$ cat src/rtl/hazard_pkg.sv
// Shared forwarding-select encodings for the hazard/forwarding controller.
// Included by hazard_ctrl and hazard_mdu_sb.
package hazard_pkg;

  typedef logic [1:0] fwd_sel_t;

  localparam fwd_sel_t FWD_RF  = 2'b00;
  localparam fwd_sel_t FWD_WB  = 2'b01;
  localparam fwd_sel_t FWD_MEM = 2'b10;

  // M wins over W when both stages write the same register.
  function automatic fwd_sel_t fwdSel(
    input logic hitM,
    input logic hitW
  );
    fwd_sel_t sel;
    sel = FWD_RF;
    if (hitM)
      sel = FWD_MEM;
    else if (hitW)
      sel = FWD_WB;
    return sel;
  endfunction

endpackage

$ cat src/rtl/hazard_mdu_sb.sv
// HI/LO busy scoreboard: counts MDU_LAT cycles after an MDU op leaves E.
// Only built when HAZARD_MDU_EN is defined.
import hazard_pkg::*;

module hazard_mdu_sb #(
  parameter int MDU_LAT = 4
) (
  input  logic clk,
  input  logic reset,
  input  logic start,
  output logic busy
);

  localparam int BW = $clog2(MDU_LAT + 1);

  logic [BW-1:0] busyCnt;

  always_ff @(posedge clk) begin
    if (reset)
      busyCnt <= '0;
    else if (start)
      busyCnt <= BW'(MDU_LAT);
    else if (busyCnt != '0)
      busyCnt <= busyCnt - BW'(1);
  end

  assign busy = (busyCnt != '0);

endmodule

$ cat src/rtl/hazard_ctrl.sv
// Hazard/forwarding controller for the 5-stage MIPS pipeline.
// Define HAZARD_MDU_EN to build the multiply/divide busy scoreboard.
import hazard_pkg::*;

module hazard_ctrl #(
  parameter int REGW    = 5,
  parameter int WARMUP  = 2,
  parameter int MDU_LAT = 4,
  parameter int CNTW    = 16
) (
  input  logic            clk,
  input  logic            reset,
  input  logic [REGW-1:0] rsD,
  input  logic [REGW-1:0] rtD,
  input  logic [REGW-1:0] rsE,
  input  logic [REGW-1:0] rtE,
  input  logic [REGW-1:0] writeregE,
  input  logic [REGW-1:0] writeregM,
  input  logic [REGW-1:0] writeregW,
  input  logic            regwriteE,
  input  logic            regwriteM,
  input  logic            regwriteW,
  input  logic            memtoregE,
  input  logic            memtoregM,
  input  logic            memtoregW,
  input  logic            memwriteD,
  input  logic            memwriteM,
  input  logic            branchD,
  input  logic            mduD,
  input  logic            mduStartE,
  output logic [1:0]      forwardaE,
  output logic [1:0]      forwardbE,
  output logic            forwardaD,
  output logic            forwardbD,
  output logic            forwardM,
  output logic            stallF,
  output logic            stallD,
  output logic            flushE,
  output logic            mduBusy,
  output logic [CNTW-1:0] stallCount
);

  localparam int WW = (WARMUP > 0) ? $clog2(WARMUP + 1) : 1;

  logic [WW-1:0]   warmCnt;
  logic [CNTW-1:0] cnt;
  logic            warm;
  logic            active;
  logic            lwStall;
  logic            brStall;
  logic            mduStall;
  logic            stall;

  always_ff @(posedge clk) begin
    if (reset)
      warmCnt <= WW'(WARMUP);
    else if (warm)
      warmCnt <= warmCnt - WW'(1);
  end

  assign warm   = (warmCnt != '0);
  assign active = !reset && !warm;

  logic aHitM, aHitW, bHitM, bHitW;

  assign aHitM = (rsE != '0) && (rsE == writeregM) && regwriteM;
  assign aHitW = (rsE != '0) && (rsE == writeregW) && regwriteW;
  assign bHitM = (rtE != '0) && (rtE == writeregM) && regwriteM;
  assign bHitW = (rtE != '0) && (rtE == writeregW) && regwriteW;

  assign forwardaE = active ? fwdSel(aHitM, aHitW) : FWD_RF;
  assign forwardbE = active ? fwdSel(bHitM, bHitW) : FWD_RF;

  assign forwardaD = active && (rsD != '0)
                   && (rsD == writeregM) && regwriteM;
  assign forwardbD = active && (rtD != '0)
                   && (rtD == writeregM) && regwriteM;

  assign forwardM = active && memtoregW && memwriteM
                  && (writeregW != '0) && (writeregW == writeregM);

  // Store data is covered by forwardM; only its base register stalls.
  assign lwStall = memtoregE
                 && (((rsD != '0) && (rsD == rtE))
                  || ((rtD != '0) && (rtD == rtE) && !memwriteD));

  assign brStall = branchD
                 && ((regwriteE
                      && ((writeregE == rsD) || (writeregE == rtD)))
                  || (memtoregM
                      && ((writeregM == rsD) || (writeregM == rtD))));

`ifdef HAZARD_MDU_EN
  logic sbBusy;

  hazard_mdu_sb #(
    .MDU_LAT (MDU_LAT)
  ) uMduSb (
    .clk   (clk),
    .reset (reset),
    .start (mduStartE && !flushE),
    .busy  (sbBusy)
  );

  assign mduBusy  = !reset && sbBusy;
  assign mduStall = mduD && (mduBusy || mduStartE);
`else
  logic unusedMdu;

  assign unusedMdu = mduD ^ mduStartE;
  assign mduBusy   = 1'b0;
  assign mduStall  = 1'b0;
`endif

  assign stall  = active && (lwStall || brStall || mduStall);
  assign stallF = stall;
  assign stallD = stall;
  assign flushE = stall;

  always_ff @(posedge clk) begin
    if (reset)
      cnt <= '0;
    else if (stall && (cnt != '1))
      cnt <= cnt + CNTW'(1);
  end

  assign stallCount = reset ? '0 : cnt;

endmodule

$ cat config.mk
export PLATFORM = sky130hd
export DESIGN_NAME = hazard_ctrl
export DESIGN_NICKNAME = d
export VERILOG_FILES = /design/src/rtl/hazard_pkg.sv /design/src/rtl/hazard_mdu_sb.sv /design/src/rtl/hazard_ctrl.sv
export SDC_FILE = /design/constraint.sdc
export NUM_CORES = 1
export LEC_CHECK = 0
export BUFFER_PORTS_ARGS = -buffer_cell sky130_fd_sc_hd__buf_2
export CORE_UTILIZATION = 40
export DETAILED_ROUTE_END_ITERATION = 8
export PLACE_DENSITY = 0.68
export REMOVE_ABC_BUFFERS = 1
export SETUP_SLACK_MARGIN = 0.2
export SYNTH_ARGS = -nofsm -noshare
export SYNTH_HDL_FRONTEND = slang
export SYNTH_SLANG_ARGS = --single-unit
$ cat constraint.sdc
create_clock -name clk -period 2.1 [get_ports clk]
set_input_delay 0.105 -clock clk [delete_from_list [all_inputs] [get_ports clk]]
set_output_delay 0.105 -clock clk [all_outputs]
set_load 0.01 [all_outputs]
# Word level (Yosys, flattened, before mapping)
# Index checks and enable logic that the tools add are counted.
[classes]
n_addsub = 2
eq_ne = 14
muxes = 7
n_reduce_logical = 42
[ops]
columns = ["cell", "n"]
rows = [
  ["equality test 5 bit", 13],
  ["logical AND 1 bit", 28],
  ["nonzero test 5 bit", 5],
  ["adder 16 x 1 -> 16 bit (second input constant)", 1],
  ["2-to-1 mux 16 bit", 1],
  ["!= test 16 bit (second input constant)", 1],
  ["2-to-1 mux 2 bit", 4],
  ["logical OR 1 bit", 5],
  ["zero test 1 bit", 3],
  ["2-to-1 mux 1 bit", 2],
  ["nonzero test 2 bit", 1],
  ["subtractor 2 x 1 -> 2 bit (second input constant)", 1],
]
[totals]
regBits = 18
input_bits = 48
output_inout_bits = 27
elab_cells = 67

# Longest topological paths before layout
# Gate-level depths: netlist of run 1.
[depth]
depth_word = 8
depth_mapped = 9
depth_no_buf = 7

# Worst setup path after synthesis of run 1
# No wires, ideal clock.
[synth_timing]
path_type = "flip-flop to flip-flop"
start = "register cnt[0]"
end = "register cnt[3]"
setup_ns = 0.121
arrival_time_ns = 1.921
required_time_ns = 1.979
setup_slack_ns = 0.058
stages_incl_launch_ff = 8
path_buffers = 0
period_less_slack_ns = 2.042
path_cell_list = "dfxtp_1 > ha_1 > nand2_1 > or4_4 > nor2_2 > or3_1 > o32ai_1 > mux2_2"
[synth_via]
elab_chain_len = 2
word_cells_on_any_way = 3
classes_between = "add/sub: 1; eq/ne: 1; reduce/logical: 1"
[synth_lines]
columns = ["item", "line_no", "rtl"]
rows = [
  ["from (decl)", "hazard_ctrl.sv:46", "logic [CNTW-1:0] cnt;"],
  ["from (signal assigned)", "hazard_ctrl.sv:124", "cnt <= cnt + CNTW'(1);"],
  ["branches (longest 2 deep; another with adder 16 x 1 -> 16 bit)", "n/a", ""],
]
# Parallel ways; which one is timed is not known.
# A chain may end at the register's enable or synchronous reset.

# Worst setup path after layout of run 1
[layout_timing]
start = "register cnt[8]"
end = "register cnt[4]"
[layout_via]
elab_chain_len = 2
[layout_lines]
columns = ["item", "line_no", "rtl"]
rows = [
  ["!= test 16 bit", "hazard_ctrl.sv:123", "else if (stall && (cnt != '1))"],
  ["logical AND 1 bit", "hazard_ctrl.sv:123", ""],
]
# No other way between the ends.

==> results of run 1 <==
==> synth_stat cells (2+ instances only) <==
master and instances:
dfxtp_1 18, a211oi_1 3, nor2_1 27, xnor2_1 34, buf_6 2, a221oi_2 2
nor3_1 5, xor2_1 19, or3_1 4, o22ai_1 4, and2_1 3, a211o_2 3
clkbuf_1 3, ha_1 2, nand2_1 13, nand3_1 8, a2111oi_0 2, or4_4 2
nor4_2 2, buf_2 7, or4_1 3, o32ai_1 3, mux2_2 11, mux2_1 2
nand4_1 13, nor2b_1 13, buf_4 8, inv_1 10, or2_2 2, a21oi_1 2
nor4_1 6, and3_1 2
==> through the flow <==
stage                     instance area (µm²)  utilization [%]  setup WS, ns
final                                    2750             57.1         0.113
after global routing                     2750             57.1        0.0773
after CTS                                2590             53.7         0.176
after detailed placement                 2450             50.9        0.0282
after global placement                   2450             50.9        0.0520
after floorplan                          1900                -        0.0579
==> worst max path at each step <==
stage / start / to
floorplan: cnt[0] / cnt[3]
global placement: rtD[1] / cnt[15]
detailed placement: rsD[1] / cnt[15]
CTS: warmCnt[0] / cnt[7]
global route: cnt[8] / cnt[4]
finish: cnt[8] / cnt[4]
==> worst max-delay path, cell delays in order (launching register included) <==
cell,delay [ns]
dfxtp_2,0.36
nand4_1,0.19
or4_4,0.59
nor2_4,0.10
buf_6,0.15
or3_1,0.12
o32ai_2,0.07
mux2_2,0.30
==> power by group <==
part	total, mW	leakage (nW)	switching (mW)	internal, mW
Sequential	0.374	0.148	0.0103	0.363
Combinational	0.394	0.958	0.196	0.198
Clock	0.236	0.0216	0.109	0.127
==> final cells by class <==
class                           count  area, µm²  area share, %
Multi-Input combinational cell    205       1620           58.7
Timing Repair Buffer               99        604           22.0
Sequential cell                    18        369           13.4
Tap cell                           67       83.8           3.05
Clock buffer                        3       41.3           1.50
Inverter                           10       37.5           1.36
==> flip-flops by register name, indices dropped and copies added (netlist names) <==
register / cells
warmCnt: 2
cnt: 16
==> layer usage <==
| metal | up-vias | share of wire, % | GRT usage [%] |
|---|---|---|---|
| met3 | 8 | 5.3 | 2.88 |
| met5 | - | 0 | 0 |
| met1 | 1001 | 43 | 26.5 |
| li1 | 1055 | - | - |
| met2 | 68 | 50 | 34.2 |
| met4 | 0 | 1.4 | 4.06 |
==> cell families (layout without fill, tap and decap cells) <==
group / count (synthesis) / count (layout)
adder cells (fa/ha/maj): 2 / 2
AND/OR/NAND/NOR: 106 / 106
buffers and inverters: 31 / 112
flip-flops: 18 / 18
other: 1 / 1
multiplexers: 13 / 13
XOR/XNOR: 53 / 53
AO/OA/AOI/OAI: 30 / 30
==> timing repair <==
item | 4_1_cts | 5_1_grt
hold buffers | 0 | 0
gates resized for setup | 12 | 29
endpoints found under the hold margin | 0 | 0
gates cloned | 1 | 1
setup endpoints to repair | 15 | 19
pin swaps | 3 | 9
buffers inserted | 6 | 5
==> metrics.txt, run 1 <==
vias per cell about 5.3; # Max-Cap Violations 0; ANT cells 0; synthesized area per cell about 8.0 µm²; Hold Crit Depth 3; Worst EP required 2.24 ns; top_reg_cell synth dfxtp_1; fin cells 402; setup tns final 0 ns; post-synthesis xor/xnor area fraction between 20% and 30%; min Tclk post-route 1.99 ns; most common cell after layout, fill and taps aside buf_2; Reg clk slew, reported paths about 0.070 ns; DRT iter0 DRCs 74; # nets final between 300 and 400; Worst EP arrival 2.12 ns; Pwr Total 1.00 mW; final count of hold timing violations 0; TritonCTS buffer count 3; Std-Cell Core Area 4820 µm²; mux contribution to synthesized area 7.19%; filler instances about 470; Critical Path Source Type register; CTS tree built; Synth top area share approximately 18%; WL/cell about 13 µm; total gr overflow 0; dpl hpwl 4020 µm; synthesized area 2040 µm²; Crit Reg-Reg Startpoint cnt[8]; Rows 25; Achievable Freq 503 MHz; clk sinks 18; post-synthesis simple-gate area fraction between 20 and 30%; Post-Syn Instances around 250; area grow syn2layout 35.2%; Worst Hold Launch reset; root buffer cell clkbuf_8; largest family of logic cells by synthesized area simple AND/OR/NAND/NOR gates; post-route antenna net violation count 0; RSZ-0062 raised after global routing true; Peak VDD IR 173 µV; first-pass GRT wire length 8430 µm; WL final roughly 5300 µm; Placer Congestion just under 0.9; R2R Setup Slk 0.11 ns; I/O Pins 75; WS Path Type reg -> reg; Die ar. 5380 µm²; vias in the first global route between 1500 and 2000; FF+latch count, synth 18; final hold slack 0.351 ns; largest net degree at the start of global routing 32; reg2reg end cnt[4]; endpoint class of the critical path register; compound-cell area share of the yosys netlist 14.1%; port bufs between 70 and 80; vias around 2100; Final Setup Violations 0; CTS Buffer Depth 2; htree depth 1; Horiz. Die Dim between 70 and 80 µm; Post-synth EDFFs 0; largest area contributor in the netlist dfxtp_1; ys async rst share 0%; Hold Crit Endpoint cnt[11]; R2R cell count 7; Clock Latency Late Sink between 0.2 and 0.3 ns; iteration count of the initial detailed-routing pass 4; ranking of synthesized cells by area dfxtp_1, xnor2_1, xor2_1, mux2_2, nor2_1; fin crit share 94.6%; Cell variety after synth 48; Slew Limit Fails 0; commonest non-fill, non-tap cells in the layout buf_2, xnor2_1, nor2_1; Die Y 73.3 µm; layout cells sized above 1 46.3%; Initial Util 42.3%; CP Max Fanout 7; all-layer global routing usage 19.9%; post-synthesis adder-cell area fraction under 10%; leakage 1.13 nW; skew final 0.00218 ns; power density over the cells 365 nW/µm²; Remaining DRCs 0; yosys warns 0; antenna violations before repair 0; worst min-delay path class in -> reg; sequential area share after synthesis 17.7%; status complete, no violations; Inst Count DP ~390
Note: power is estimated with default switching activity, not from simulation.
==> run 2: changes to the inputs <==
Settings changed: MAX_ROUTING_LAYER from default to met4.
==> run 2 against run 1 <==
Global-route usage increased by 0.58 points. Clock power about the same. Die area unchanged. Power increased by 0.20%. Clock-buffer cell count unchanged. Routed wire length unchanged. Critical path depth unchanged. Register-to-register slack about the same. Largest cell class unchanged.
==> metrics.txt, run 2 (same netlist as run 1, synthesis figures left out) <==
fin crit share 94.3% (-0.27 points); CP Depth 7 (unchanged); Slew Limit Fails 0 (unchanged); CP Max Fanout 7 (unchanged); Achievable Freq 505 MHz (+0.29%); WL final 5330 µm (unchanged); vias per cell 5.29 (-0.19%); Final Setup Violations 0 (unchanged); ANT cells 0 (unchanged); largest net degree at the start of global routing 32 (unchanged); most common cell after layout, fill and taps aside buf_2; vias 2128 (-0.19%); CTS Buffer Depth 2 (unchanged); total gr overflow 0 (unchanged); slowest CP cell or4_4; dpl hpwl 4020 µm (unchanged); DRT iter0 DRCs 74 (unchanged); # Max-Cap Violations 0 (unchanged); Remaining DRCs 0 (unchanged); biggest regs cnt x16, warmCnt x2; post-route antenna net violation count 0 (unchanged); Reg clk slew, reported paths 0.07 ns (about the same); Die Y 73.3 µm (unchanged); # nets final 387 (unchanged); all-layer global routing usage 20.5% (+0.58 points); Hold Crit Depth 3 (unchanged); commonest non-fill, non-tap cells in the layout buf_2, xnor2_1, nor2_1; RSZ-0062 raised after global routing true; I/O Pins 75 (unchanged); Peak VDD IR 173 µV (about the same); setup tns final 0 ns (unchanged); root buffer cell clkbuf_8; TritonCTS buffer count 3 (unchanged); Horiz. Die Dim 73.3 µm (unchanged); endpoint class of the critical path register; vias in the first global route 1871 (+0.16%); Rows 25 (unchanged); DR top layer met4; R2R cell count 7 (unchanged); CP max stage delay 0.59 ns (about the same); first-pass GRT wire length 8420 µm (about the same); Critical Path Source Type register; htree depth 1 (unchanged); WL/cell 13.3 µm (unchanged); CTS tree built; Pwr Total 1.01 mW (+0.20%); iteration count of the initial detailed-routing pass 4 (unchanged); met3 wire length 279 µm (-2.1%); Initial Util 42.3% (unchanged); Std-Cell Core Area 4820 µm² (unchanged); antenna violations before repair 0 (unchanged); leakage 1.13 nW (unchanged); port bufs 71 (unchanged); Crit path max-delay family simple AND/OR/NAND/NOR gates; final count of hold timing violations 0 (unchanged); area grow syn2layout 35.2% (unchanged); clk sinks 18 (unchanged); Worst EP arrival 2.12 ns (about the same); worst path cell trace nand4_1 -> or4_4 -> nor2_4 -> buf_6 -> or3_1 -> o32ai_2 -> mux2_2; final hold slack 0.347 ns (-0.00361 ns); WS Path Type reg -> reg; Placer Congestion 0.887 (+1.6%); Clock Latency Late Sink 0.25 ns (about the same); Worst EP required 2.24 ns (about the same); Biggest register cnt; worst min-delay path class in -> reg; layout cells sized above 1 46.3% (unchanged); status complete, no violations; min Tclk post-route 1.98 ns (-0.00572 ns); Die ar. 5380 µm² (unchanged); skew final 0.00117 ns (-0.00102 ns); Buf/Inv on CP 1 (unchanged); WL met2 2630 µm (-1.4%); power density over the cells 366 nW/µm² (+0.20%); max reg flops 16 (unchanged); M1 WL 2350 µm (+1.8%)
## run 2: cell counts in the layout (fill, tap and decap cells not counted)
Identical to the previous run, type by type.
## run 2: what timing repair did
item / in CTS / in global routing
setup endpoints to repair: 15 / 19
gates resized for setup: 12 / 29
buffers inserted: 6 / 5
hold buffers: 0 / 0
pin swaps: 3 / 9
cloned: 1 / 1
## run 2: layout make-up
| type | count | area [µm²] |
|---|---|---|
| clock buffers | 3 | 41.3 |
| inverters | 10 | 37.5 |
| fillers | 466 | 2060 |
| repair buffers | 99 | 604 |
| well taps | 67 | 83.8 |
| flip-flops and latches | 18 | 369 |
| multi-input cells | 205 | 1620 |
## run 2: worst paths after layout
path	slack (ns)	endpoint	startpoint
worst min register to register	0.52	warmCnt[0]	warmCnt[0]
worst max-delay path	0.12	cnt[4]	cnt[8]
worst max register to register	0.12	cnt[4]	cnt[8]
worst min-delay path	0.35	cnt[11]	reset
## run 2: per-layer routing
metal / GRT usage [%] / vias to the layer above
met2: 34.2 / 69
met4: 4.06 / 0
li1: - / 1056
met1: 26.5 / 995
met3: 2.88 / 8
met5: - / -
## run 2: metrics by stage
stage	worst slack [ns]	util (%)	cells	area (µm²)
2_1_floorplan	0.0579	-	233	1900
4_1_cts	0.176	53.7	396	2590
6_report	0.119	57.1	402	2750
5_1_grt	0.0773	57.1	402	2750
3_5_place_dp	0.0282	50.9	386	2450
3_3_place_gp	0.0520	50.9	386	2450
## run 2: where the power goes
part           switching [mW]  internal (mW)
Sequential             0.0104          0.363
Combinational           0.197          0.198
Clock                   0.110          0.127
## run 2: worst reg2reg max path: cells and delay by family (launching register included)
family	cells	cell delay, ns
buffers and inverters	1	0.15
DFF	1	0.36
and+or+nand+nor	4	1.00
muxes	1	0.30
AOI/OAI and AO/OA	1	0.07
==> run 3: changes to the inputs <==
Settings changed: GPL_TIMING_DRIVEN from default to 0.
==> run 3 against run 2 <==
Worst setup slack got worse by 0.032 ns. Sequential power decreased by 1%. First-iteration DRC count increased by 57%. Non-clock buffer count decreased by 4. Critical endpoint is now cnt[3]. Hold slack got worse by 0.025 ns. Clock power increased by 5%. Clock-buffer cell count unchanged. Largest power group unchanged. Cell area increased by 3.7%. Cell count decreased by 0.50%. Routed wire length increased by 8.7%. Via count increased by 1.5%. Critical path depth decreased by 1.
==> metrics.txt, run 3 (same netlist as run 1, synthesis figures left out) <==
Worst EP required 2.25 ns (about the same); Critical Path Source Type register; ANT cells 0 (unchanged); CTS Buffer Depth 2 (unchanged); Remaining DRCs 0 (unchanged); Crit Reg-Reg Startpoint cnt[3]; WL/cell 14.5 µm (+9.2%); WS Path Type reg -> reg; Clock Latency Late Sink 0.26 ns (about the same); post-route antenna net violation count 0 (unchanged); Pwr Total 1.01 mW (-0.11%); CTS tree built; Reg clk slew, reported paths 0.07 ns (about the same); Finished Core Util 59.2% (+2.1 points); vias per cell 5.40 (+2.0%); dpl hpwl 3720 µm (-7.4%); root buffer cell clkbuf_8; vias 2160 (+1.5%); commonest non-fill, non-tap cells in the layout buf_2, xnor2_1, nor2_1; TritonCTS buffer count 3 (unchanged); largest net degree at the start of global routing 33 (+3.1%); Achievable Freq 497 MHz (-1.6%); # Max-Cap Violations 0 (unchanged); DRT iter0 DRCs 116 (+57%); area grow syn2layout 40.2%; vias in the first global route 1896 (+1.3%); Worst Hold Launch reset; Slew Limit Fails 0 (unchanged); worst min-delay path class in -> reg; CP Max Fanout 5 (-2); max reg flops 16 (unchanged); endpoint class of the critical path register; skew final 0.00186 ns (+0.000695 ns); Horiz. Die Dim 73.3 µm (unchanged); htree depth 1 (unchanged); all-layer global routing usage 20.2% (-0.29 points); leakage 1.13 nW (about the same); Biggest register cnt; Slew headroom a little over half; Initial Util 42.3% (unchanged); first-pass GRT wire length 8370 µm (-0.65%); Placer Congestion 0.866 (-2.4%); R2R Setup Slk 0.09 ns (-0.03 ns); Tightest Pin Transition 0.691 ns; port bufs 71 (unchanged); iteration count of the initial detailed-routing pass 4 (unchanged); Hold Crit Depth 2 (-1); Peak VDD IR 156 µV (-9.9%); Die Y 73.3 µm (unchanged); setup tns final 0 ns (unchanged); final hold slack 0.322 ns (-0.0255 ns); final count of hold timing violations 0 (unchanged); layout cells sized above 1 48.3% (+2.1 points); clk sinks 18 (unchanged); power density over the cells 352 nW/µm² (-3.7%); Final Setup Violations 0 (unchanged); fin crit share 95.9% (+1.5 points); biggest regs cnt x16, warmCnt x2; Worst EP arrival 2.16 ns (+0.04 ns); R2R cell count 6 (-1); reg2reg end cnt[3]; I/O Pins 75 (unchanged); # nets final 385 (-0.52%); Hold Crit Endpoint warmCnt[0]; status complete, no violations; antenna violations before repair 0 (unchanged); RSZ-0062 raised after global routing true; Rows 25 (unchanged); most common cell after layout, fill and taps aside buf_2; total gr overflow 0 (unchanged); Std-Cell Core Area 4820 µm² (unchanged); Die ar. 5380 µm² (unchanged); min Tclk post-route 2.01 ns (+0.0324 ns); WL final 5790 µm (+8.7%)
run 3: cell count changes in the layout (fill, tap and decap cells not counted), sizes merged:
cell,previous run,this run
buf,99,95
nor2,28,29
o31ai,1,2
run 3: routing by layer:
metal | vias up | routed length (µm) | global-route usage [%]
li1 | 1056 | - | -
met1 | 1006 | 2440 | 24.9
met2 | 85 | 2940 | 33.6
met3 | 13 | 314 | 3.16
met4 | 0 | 104 | 6.84
met5 | - | 0 | -
run 3: worst max-delay path by stage:
| stage | from | to | cells after the start |
|---|---|---|---|
| 2_1_floorplan | cnt[0] | cnt[3] | 7 |
| 3_3_place_gp | warmCnt[0] | cnt[5] | 7 |
| 3_5_place_dp | cnt[0] | cnt[4] | 7 |
| 4_1_cts | warmCnt[1] | cnt[4] | 8 |
| 5_1_grt | cnt[3] | cnt[3] | 6 |
| 6_report | cnt[3] | cnt[3] | 6 |
run 3: final cells by class:
| class | count | area, µm² |
|---|---|---|
| Tap cell | 67 | 83.8 |
| Fill cell | 420 | 1960 |
| Timing Repair Buffer | 95 | 587 |
| Sequential cell | 18 | 385 |
| Inverter | 10 | 37.5 |
| Multi-Input combinational cell | 207 | 1720 |
| Clock buffer | 3 | 41.3 |
run 3: what timing repair did:
item                                    4_1_cts  5_1_grt
endpoints found under the setup margin       19       17
resized for setup                            30       37
endpoints found under the hold margin         0        0
buffers inserted                             16        8
pin swaps                                     6       11
gates cloned                                  2        0
hold buffers                                  0        0
run 3: where the power goes:
group | switching, mW | internal [mW] | leakage, nW
clock network | 0.120 | 0.128 | 0.0216
registers | 0.0121 | 0.357 | 0.153
logic | 0.200 | 0.188 | 0.952
run 3: per-stage QoR:
stage	cells	setup slack (ns)	area, µm²
2_1_floorplan	233	0.0579	1900
3_3_place_gp	371	-0.193	2340
3_5_place_dp	371	-0.203	2340
4_1_cts	392	0.187	2660
5_1_grt	400	0.0307	2850
6_report	400	0.0866	2850
run 3: worst max-delay path, cell delays in order (launching register included):
cell	delay, ns
dfxtp_4	0.35
nand4_1	0.21
or4_4	0.61
nor2_4	0.18
or3_4	0.15
o32ai_2	0.07
mux2_4	0.32
